<file path="src/rtl/tone_pkg.sv">
// Shared constants, types and the popcount helper for the tone oscillator bank.
package tone_pkg;

   localparam int NUM_CH = 12;
   localparam int DIV_W  = 18;
   localparam int MIX_W  = 4;

   typedef logic [DIV_W-1:0] div_t;

   typedef enum logic {CH_IDLE, CH_RUN} ch_state_t;

   function automatic logic [MIX_W-1:0] popcount(input logic [NUM_CH-1:0] v);
      logic [MIX_W-1:0] n;
      n = '0;
      for (int i = 0; i < NUM_CH; i++) begin
         n = n + MIX_W'(v[i]);
      end
      return n;
   endfunction

endpackage

</file>
<file path="src/rtl/tone_channel.sv">
// One note channel: half-period counter that toggles a square wave while the key is held.
module tone_channel
   import tone_pkg::*;
(
   input  logic clk,
   input  logic rst,
   input  logic key,
   input  div_t div,
   output logic wave
);

   ch_state_t state_d, state_q;
   div_t      cnt_d, cnt_q;
   logic      wave_d, wave_q;
   logic      go;

   assign go = key && (div != '0);

   always_comb begin
      state_d = state_q;
      cnt_d   = cnt_q;
      wave_d  = wave_q;
      if (!go) begin
         state_d = CH_IDLE;
         cnt_d   = '0;
         wave_d  = 1'b0;
      end else if (state_q == CH_IDLE) begin
         state_d = CH_RUN;
         cnt_d   = '0;
         wave_d  = 1'b0;
      // >= rather than == so a shrinking divider restarts the half-period instead of wrapping
      end else if (cnt_q >= div - div_t'(1)) begin
         cnt_d  = '0;
         wave_d = ~wave_q;
      end else begin
         cnt_d = cnt_q + div_t'(1);
      end
   end

   // NOTE: sequential state uses non-blocking assignments so every flop samples pre-edge values.
   always_ff @(posedge clk or posedge rst) begin
      if (rst) begin
         state_q <= CH_IDLE;
         cnt_q   <= '0;
         wave_q  <= 1'b0;
      end else begin
         state_q <= state_d;
         cnt_q   <= cnt_d;
         wave_q  <= wave_d;
      end
   end

   assign wave = wave_q;

endmodule

</file>
<file path="src/rtl/tone_oscillator_bank.sv">
// Twelve independent tone channels plus registered mixed level and active-key count.
module tone_oscillator_bank
   import tone_pkg::*;
(
   input  logic                    clk,
   input  logic                    rst,
   input  logic [NUM_CH*DIV_W-1:0] div,
   input  logic [NUM_CH-1:0]       key,
   output logic [NUM_CH-1:0]       wave,
   output logic [MIX_W-1:0]        mix,
   output logic [MIX_W-1:0]        active
);

   div_t              div_arr [NUM_CH];
   logic [NUM_CH-1:0] live;
   logic [MIX_W-1:0]  mix_d, mix_q;
   logic [MIX_W-1:0]  active_d, active_q;

   for (genvar k = 0; k < NUM_CH; k++) begin : g_ch
      assign div_arr[k] = div[k*DIV_W +: DIV_W];
      assign live[k]    = key[k] && (div_arr[k] != '0);

      tone_channel u_ch (
         .clk  (clk),
         .rst  (rst),
         .key  (key[k]),
         .div  (div_arr[k]),
         .wave (wave[k])
      );
   end

   always_comb begin
      mix_d    = popcount(wave);
      active_d = popcount(live);
   end

   always_ff @(posedge clk or posedge rst) begin
      if (rst) begin
         mix_q    <= '0;
         active_q <= '0;
      end else begin
         mix_q    <= mix_d;
         active_q <= active_d;
      end
   end

   assign mix    = mix_q;
   assign active = active_q;

endmodule

</file>
<file path="config.mk">
export PLATFORM = sky130hd
export DESIGN_NAME = tone_oscillator_bank
export DESIGN_NICKNAME = d
export VERILOG_FILES = /design/src/rtl/tone_pkg.sv /design/src/rtl/tone_channel.sv /design/src/rtl/tone_oscillator_bank.sv
export SDC_FILE = /design/constraint.sdc
export NUM_CORES = 1
export LEC_CHECK = 0
export CAP_MARGIN = 25
export CORE_MARGIN = 2
export CORE_UTILIZATION = 25
export DETAILED_ROUTE_END_ITERATION = 10
export GPL_TIMING_DRIVEN = 0
export MAX_ROUTING_LAYER = met4
export SLEW_MARGIN = 20
export SYNTH_ARGS = -nofsm -noshare
export SYNTH_HDL_FRONTEND = slang
export SYNTH_SLANG_ARGS = --single-unit
export TNS_END_PERCENT = 50
</file>
<file path="constraint.sdc">
create_clock -name clk -period 10.2 [get_ports clk]
set_input_delay 1.53 -clock clk [delete_from_list [all_inputs] [get_ports clk]]
set_output_delay 1.53 -clock clk [all_outputs]
set_load 0.1 [all_outputs]
</file>
=== After elaboration in Yosys (flattened, before gate mapping) ===
Cells that the tools add are included.

* Register bits after elaboration: 248
* Output and inout port bits: 20

* Reduce and logical (&&, ||, !) cells: 24
* Magnitude comparators: 12
* Add/subtract/negate cells: 46
* Multiplexer cells: 84
* Equality and inequality tests: 12
* Bitwise operators: 12

{| class="wikitable"
|+ Operators by type and width
! cell !! count
|-
| two-way mux 18 bit || 36
|-
| adder 18 x 1 -> 18 bit (second input constant) || 12
|-
| greater-or-equal comparator 18 bit || 12
|-
| nonzero test 18 bit || 12
|-
| subtractor 18 x 1 -> 18 bit (second input constant) || 12
|-
| adder 4 x 1 -> 4 bit || 16
|-
| two-way mux 1 bit || 48
|-
| != test 3 bit (second input constant) || 12
|-
| logical AND 1 bit || 12
|-
| inverter 1 bit || 12
|-
| adder 3 x 1 -> 4 bit || 2
|-
| adder 2 x 1 -> 3 bit || 2
|-
| adder 1 x 1 -> 2 bit || 2
|}

=== Depth between registers and ports, before layout ===
* Depth in word-level cells: 13
* Gate-level depth with buffers: 15
* Gate-level depth less buffers: 15

=== Hierarchy ===
Synthesis repeated with hierarchy kept, for this count alone.

* Cell total of the unflattened synthesis: 2,265
* Area, all modules: 20,807.5 um^2

{| class="wikitable"
|+ Modules (own cells, without submodules)
! module !! cells an instance !! area each (um^2) !! times used
|-
| tone_channel (g_ch[10].u_ch ...) || 175 || 1,615.3 || 9
|-
| tone_channel (g_ch[0].u_ch ...) || 185 || 1,684.1 || 3
|-
| tone_oscillator_bank || 135 || 1,217.4 || 1
|}

=== Least setup slack after synthesis ===
No wires, ideal clock.

* Kind: input -> register
* Start: input port div[136]
* End: register active_q[2], in the netlist active[2]
* Required time: 10.077 ns
* Slack: 4.638 ns
* Stages on the path: 13
* Data arrival time: 5.439 ns
* Cells stage by stage: or3_1 or3_1 o41a_1 fa_1 inv_1 fa_1 fa_1 inv_1 fa_1 ha_1 inv_1 fa_1 xnor2_1

* Cells in the longest elaborated chain, start to end: 7

{| class="wikitable"
|+ RTL lines
! what !! RTL line !! text
|-
| start: declaration || tone_oscillator_bank.sv:7 || <nowiki>input logic [NUM_CH*DIV_W-1:0] div,</nowiki>
|-
| nonzero test 18 bit || -- ||
|-
| logical AND 1 bit || -- ||
|-
| net g_ch[7].u_ch.go || tone_channel.sv:15 || <nowiki>logic go;</nowiki>
|-
| adder 4 x 1 -> 4 bit (5 in series) || tone_pkg.sv:16 || <nowiki>n = n + MIX_W'(v[i]);</nowiki>
|-
| net active_d[2] || tone_oscillator_bank.sv:17 || <nowiki>logic [MIX_W-1:0] active_d, active_q;</nowiki>
|-
| end signal: assignment || tone_oscillator_bank.sv:43 || <nowiki>active_q <= active_d;</nowiki>
|-
| end: declaration || tone_oscillator_bank.sv:17 ||
|}

The timed path passes the listed nets, and every way through them passes these cells.
A chain may end at the register's enable or synchronous reset.

=== Worst setup path after layout ===
* Start: input port div[11]
* End: register active_q[2], in the netlist active[2]

* Cells in the longest elaborated chain, start to end: 13

{| class="wikitable"
|+ RTL lines
! what !! RTL line
|-
| nonzero test 18 bit || --
|-
| logical AND 1 bit || --
|-
| net g_ch[0].u_ch.go || tone_channel.sv:15
|-
| adder 1 x 1 -> 2 bit || tone_pkg.sv:16
|-
| adder 2 x 1 -> 3 bit || tone_pkg.sv:16
|-
| adder 3 x 1 -> 4 bit || tone_pkg.sv:16
|-
| adder 4 x 1 -> 4 bit (8 in series) || tone_pkg.sv:16
|-
| net active_d[2] || tone_oscillator_bank.sv:17
|}

The timed path passes the listed nets, and every way through them passes these cells.

==> PnR_summary.wiki <==
{| class="wikitable"
! Metric !! Value
|-
| Run status || complete, no violations
|-
| IR drop worst, VDD || 0.1112 mV
|-
| Biggest fanout along the worst timing path || 5
|-
| Count of maximum capacitance violations || 0
|-
| Fmax || 0.1723 GHz
|-
| Netlist Area Pre-Place || slightly below 20000 µm²
|-
| Count of flip-flops with a built-in enable after synthesis || 0
|-
| Total leakage power || 10.36 nW
|-
| Detailed-router iteration count before antenna repair || 5
|-
| Shortest clock period the worst path allows after layout || 5.803 ns
|-
| H-Tree Depth || 1
|-
| Insertion delay of the later-clocked pin in the worst-skew pair || between 0.5 and 0.6 ns
|-
| Clock edge transition at the registers on the reported setup and hold paths || roughly 0.06 ns
|-
| Worst min path class || register to register
|-
| Sequential cell area fraction in the yosys report || 31.20%
|-
| Worst Tran Pin Value || 1.112 ns
|-
| Headroom to the max-slew limit || roughly 26%
|-
| Power Density || 105.7 nW/µm²
|-
| Ratio of cells with drive above 1 in the final layout || about 5%
|-
| Number of pins with negative max-slew slack in the final report || 0
|-
| Sort of element at the end of the critical path || register
|-
| Number of buffers inserted during clock tree synthesis || 31
|-
| Wire length of the first global-routing pass || between 80 and 90 mm
|-
| CTS hold repair buffers || 0
|-
| Asr flop ratio synth || 100.0%
|-
| Post-synthesis cell count || 2220
|-
| Final Wtd Congestion || between 0.8 and 0.9
|-
| Number of global-route vias before repair || about 16000
|-
| All-layer global routing usage || about 12%
|-
| Final #Nets || 3010
|-
| Data required time of the worst path || 10.64 ns
|-
| Portion of the clock cycle consumed by the worst path in the final layout || 56.90%
|-
| Root buffer selected by CTS || sky130_fd_sc_hd__clkbuf_16
|-
| Die boundary height || between 200 and 300 µm
|-
| Setup-violating endpoint count in the final report || 0
|-
| Initial antenna violation count || 1
|-
| HPWL after DPL || 38.77 mm
|-
| Least setup slack across all paths after layout || 4.397 ns
|-
| Top FF cell, synth || sky130_fd_sc_hd__dfrtp_1
|-
| Core area || 78870 µm²
|-
| Number of vias in the routed layout || 16030
|-
| Fin Clk Skew || 0.01227 ns
|-
| Clock tree from TritonCTS || yes
|-
| Pin count of the biggest net entering global routing || 94
|-
| Std cell rows || 103
|-
| Final global-route overflow total || 0
|-
| RSZ-0062 raised after global routing || no
|-
| Number of buffer cells added on primary ports || 249
|-
| Setup repair bufs after CTS || 0
|-
| Total I/O pin count || 250
|-
| Routed len/inst || 13.48 µm
|-
| Number of synthesis warnings || 0
|-
| Number of nets in the synthesized netlist || 2724
|-
| Post-synth cell types || 76
|-
| Final Hold Vio Count || 0
|-
| Pre-CTS setup slack || 3.805 ns
|-
| Die Footprint || roughly 82000 µm²
|-
| Post-Synthesis Mean Instance Area || 8.960 µm²
|-
| Initial detailed-routing violation count || between 800 and 900
|-
| Synthesis-stage register bit count || 248
|-
| CTS Buffer Depth || 3
|-
| CP Launch Type || input pin
|-
| Category of the most critical setup path || input pin to register
|-
| Final wirelength || 48.24 mm
|-
| TritonCTS sink count || ~250
|-
| Layout filler cell count || 8352
|-
| Worst hold slack || 0.4822 ns
|-
| Number of gates given a new drive strength after cts || 0
|-
| Area delta synth->final || 24.85%
|-
| Horizontal die dimension || 286.1 µm
|-
| Via-per-instance ratio || around 4.5
|-
| Antenna diode count || 0
|-
| Remaining number of nets flagged by the antenna check after routing || 0
|-
| DRC violations left || 0
|-
| Initial Utilization || 25.22%
|-
| Endpoint arrival time on the critical path || 6.25 ns
|}
==> cells by family (layout without fill, tap and decap cells) <==
family / Yosys count / count (layout) / share of synthesized area, %
flip-flops: 248 / 248 / 31.20
XOR/XNOR: 380 / 380 / 16.73
multiplexers: 5 / 5 / 0.3019
adder cells (fa/ha/maj): 274 / 274 / 17.76
buffers and inverters: 128 / 436 / 2.875
AO/OA/AOI/OAI: 190 / 190 / 6.303
AND/OR/NAND/NOR: 995 / 995 / 24.83
==> sequential cells by signal (all words and copies together) (netlist names) <==
name and cells:
g_ch.u_ch.wave 12, g_ch.u_ch.cnt_q 216, mix 4, g_ch.u_ch.state_q 12, active 4
==> worst max-delay path, cell delays in order <==
cell and delay, ns:
sky130_fd_sc_hd__clkdlybuf4s50_1 0.49, sky130_fd_sc_hd__or4_1 0.59, sky130_fd_sc_hd__or3_1 0.36, sky130_fd_sc_hd__o31a_1 0.38, sky130_fd_sc_hd__inv_1 0.15, sky130_fd_sc_hd__fa_1 0.46
sky130_fd_sc_hd__fa_1 0.53, sky130_fd_sc_hd__fa_1 0.50, sky130_fd_sc_hd__inv_1 0.05, sky130_fd_sc_hd__fa_1 0.47, sky130_fd_sc_hd__ha_1 0.17, sky130_fd_sc_hd__inv_1 0.06
sky130_fd_sc_hd__fa_1 0.37, sky130_fd_sc_hd__xnor2_1 0.14
==> cells in the mapped netlist, types with 5 or more instances <==
| cell type | instances | share of area (%) |
|---|---|---|
| sky130_fd_sc_hd__nor2_2 | 10 | 0.31 |
| sky130_fd_sc_hd__and2_1 | 10 | 0.31 |
| sky130_fd_sc_hd__nor2b_1 | 16 | 0.50 |
| sky130_fd_sc_hd__nand4_1 | 59 | 1.9 |
| sky130_fd_sc_hd__buf_4 | 22 | 0.83 |
| sky130_fd_sc_hd__xor2_1 | 174 | 7.7 |
| sky130_fd_sc_hd__xnor2_1 | 206 | 9.1 |
| sky130_fd_sc_hd__ha_1 | 260 | 16 |
| sky130_fd_sc_hd__dfrtp_1 | 248 | 31 |
| sky130_fd_sc_hd__nor3_1 | 79 | 2.0 |
| sky130_fd_sc_hd__and3_1 | 33 | 1.0 |
| sky130_fd_sc_hd__nand3b_1 | 7 | 0.26 |
| sky130_fd_sc_hd__and4b_1 | 5 | 0.25 |
| sky130_fd_sc_hd__o21ai_0 | 24 | 0.60 |
| sky130_fd_sc_hd__nand2b_1 | 17 | 0.53 |
| sky130_fd_sc_hd__and4_1 | 19 | 0.84 |
| sky130_fd_sc_hd__nor2_1 | 359 | 6.8 |
| sky130_fd_sc_hd__inv_1 | 94 | 1.8 |
| sky130_fd_sc_hd__a2111oi_0 | 5 | 0.22 |
| sky130_fd_sc_hd__fa_1 | 14 | 1.4 |
| sky130_fd_sc_hd__or2_2 | 7 | 0.22 |
| sky130_fd_sc_hd__a211oi_1 | 18 | 0.68 |
| sky130_fd_sc_hd__a21o_1 | 28 | 1.1 |
| sky130_fd_sc_hd__o31a_1 | 5 | 0.22 |
| sky130_fd_sc_hd__nand2_1 | 140 | 2.6 |
| sky130_fd_sc_hd__or3_1 | 16 | 0.50 |
| sky130_fd_sc_hd__nor4_1 | 37 | 1.2 |
| sky130_fd_sc_hd__o21a_1 | 8 | 0.30 |
| sky130_fd_sc_hd__nand3_1 | 140 | 3.5 |
| sky130_fd_sc_hd__a21oi_1 | 69 | 1.7 |
| sky130_fd_sc_hd__or4_1 | 11 | 0.42 |
| sky130_fd_sc_hd__clkbuf_1 | 10 | 0.19 |
==> layout make-up <==
cell class | count | area, µm² | share of cell area (%)
multi-input cells | 1844 | 13110 | 52.81
flip-flops and latches | 248 | 6206 | 24.99
repair buffers | 253 | 2597 | 10.46
well taps | 1050 | 1314 | 5.290
clock buffers | 44 | 914.6 | 3.683
inverters | 94 | 360.3 | 1.451
plain buffers | 34 | 219.0 | 0.8817
clock inverters | 11 | 108.9 | 0.4383
==> placed cells by master (no fill, tap or decap), types with 5 or more instances in the layout <==
cell,Yosys,layout
sky130_fd_sc_hd__a2111oi_0,5,5
sky130_fd_sc_hd__nand3_1,140,140
sky130_fd_sc_hd__clkbuf_8,0,9
sky130_fd_sc_hd__fa_1,14,14
sky130_fd_sc_hd__nor2_2,10,10
sky130_fd_sc_hd__clkbuf_1,10,14
sky130_fd_sc_hd__xnor2_1,206,206
sky130_fd_sc_hd__a211oi_1,18,18
sky130_fd_sc_hd__clkinv_2,0,8
sky130_fd_sc_hd__or4_1,11,11
sky130_fd_sc_hd__dfrtp_1,248,248
sky130_fd_sc_hd__clkbuf_16,0,31
sky130_fd_sc_hd__nor4_1,37,37
sky130_fd_sc_hd__a21o_1,28,28
sky130_fd_sc_hd__and3_1,33,33
sky130_fd_sc_hd__o21a_1,8,8
sky130_fd_sc_hd__nor2_1,359,359
sky130_fd_sc_hd__nand4_1,59,59
sky130_fd_sc_hd__xor2_1,174,174
sky130_fd_sc_hd__or2_2,7,7
sky130_fd_sc_hd__and4b_1,5,5
sky130_fd_sc_hd__inv_1,94,93
sky130_fd_sc_hd__a21oi_1,69,69
sky130_fd_sc_hd__nand2_1,140,140
sky130_fd_sc_hd__o31a_1,5,5
sky130_fd_sc_hd__nor2b_1,16,16
sky130_fd_sc_hd__and4_1,19,19
sky130_fd_sc_hd__and2_1,10,10
sky130_fd_sc_hd__nand2b_1,17,17
sky130_fd_sc_hd__nor3_1,79,79
sky130_fd_sc_hd__buf_4,22,22
sky130_fd_sc_hd__nand3b_1,7,7
sky130_fd_sc_hd__o21ai_0,24,24
sky130_fd_sc_hd__clkdlybuf4s50_1,0,248
sky130_fd_sc_hd__ha_1,260,260
sky130_fd_sc_hd__or3_1,16,16
==> final timing paths <==
| path | startpoint | endpoint | slack, ns | cells past startpoint |
|---|---|---|---|---|
| setup / recovery | div[11] | active[2] | 4.40 | 14 |
| hold / removal | g_ch[5].u_ch.cnt_q[0] | g_ch[5].u_ch.cnt_q[0] | 0.48 | 1 |
| setup reg to reg | g_ch[0].u_ch.wave | mix[1] | 6.79 | 10 |
| hold reg to reg | g_ch[5].u_ch.cnt_q[0] | g_ch[5].u_ch.cnt_q[0] | 0.48 | 1 |
| max in group asynchronous | rst | g_ch[5].u_ch.cnt_q[11] | 7.88 | 4 |
| min in group asynchronous | rst | g_ch[0].u_ch.cnt_q[16] | 1.30 | 2 |
==> routing by layer <==
| metal | share of wire (%) | track usage, % |
|---|---|---|
| met1 | 49 | 16.44 |
| met2 | 45 | 19.34 |
| met3 | 4.0 | 1.627 |
| met4 | 1.6 | 2.526 |
| met5 | 0 | - |
==> through the flow <==
| step | instance area [µm²] | utilization (%) | cells | power, mW | TNS (ns) |
|---|---|---|---|---|---|
| floorplan | 19890 | - | 2220 | 1.319 | 0 |
| global route | 24830 | 31.49 | 3578 | 2.774 | 0 |
| finish | 24830 | 31.49 | 3578 | 2.625 | 0 |
| CTS | 24830 | 31.49 | 3578 | 2.686 | 0 |
| detailed placement | 23810 | 30.19 | 3523 | 1.545 | 0 |
| global placement | 23700 | 30.05 | 3519 | 1.540 | -531.52 |
==> where the power goes <==
part	total, mW	switching, mW	internal, mW
logic	0.505	0.300	0.206
registers	1.02	0.0133	1.00
clock network	1.10	0.436	0.667
Note: power is estimated with default switching activity, not from simulation.
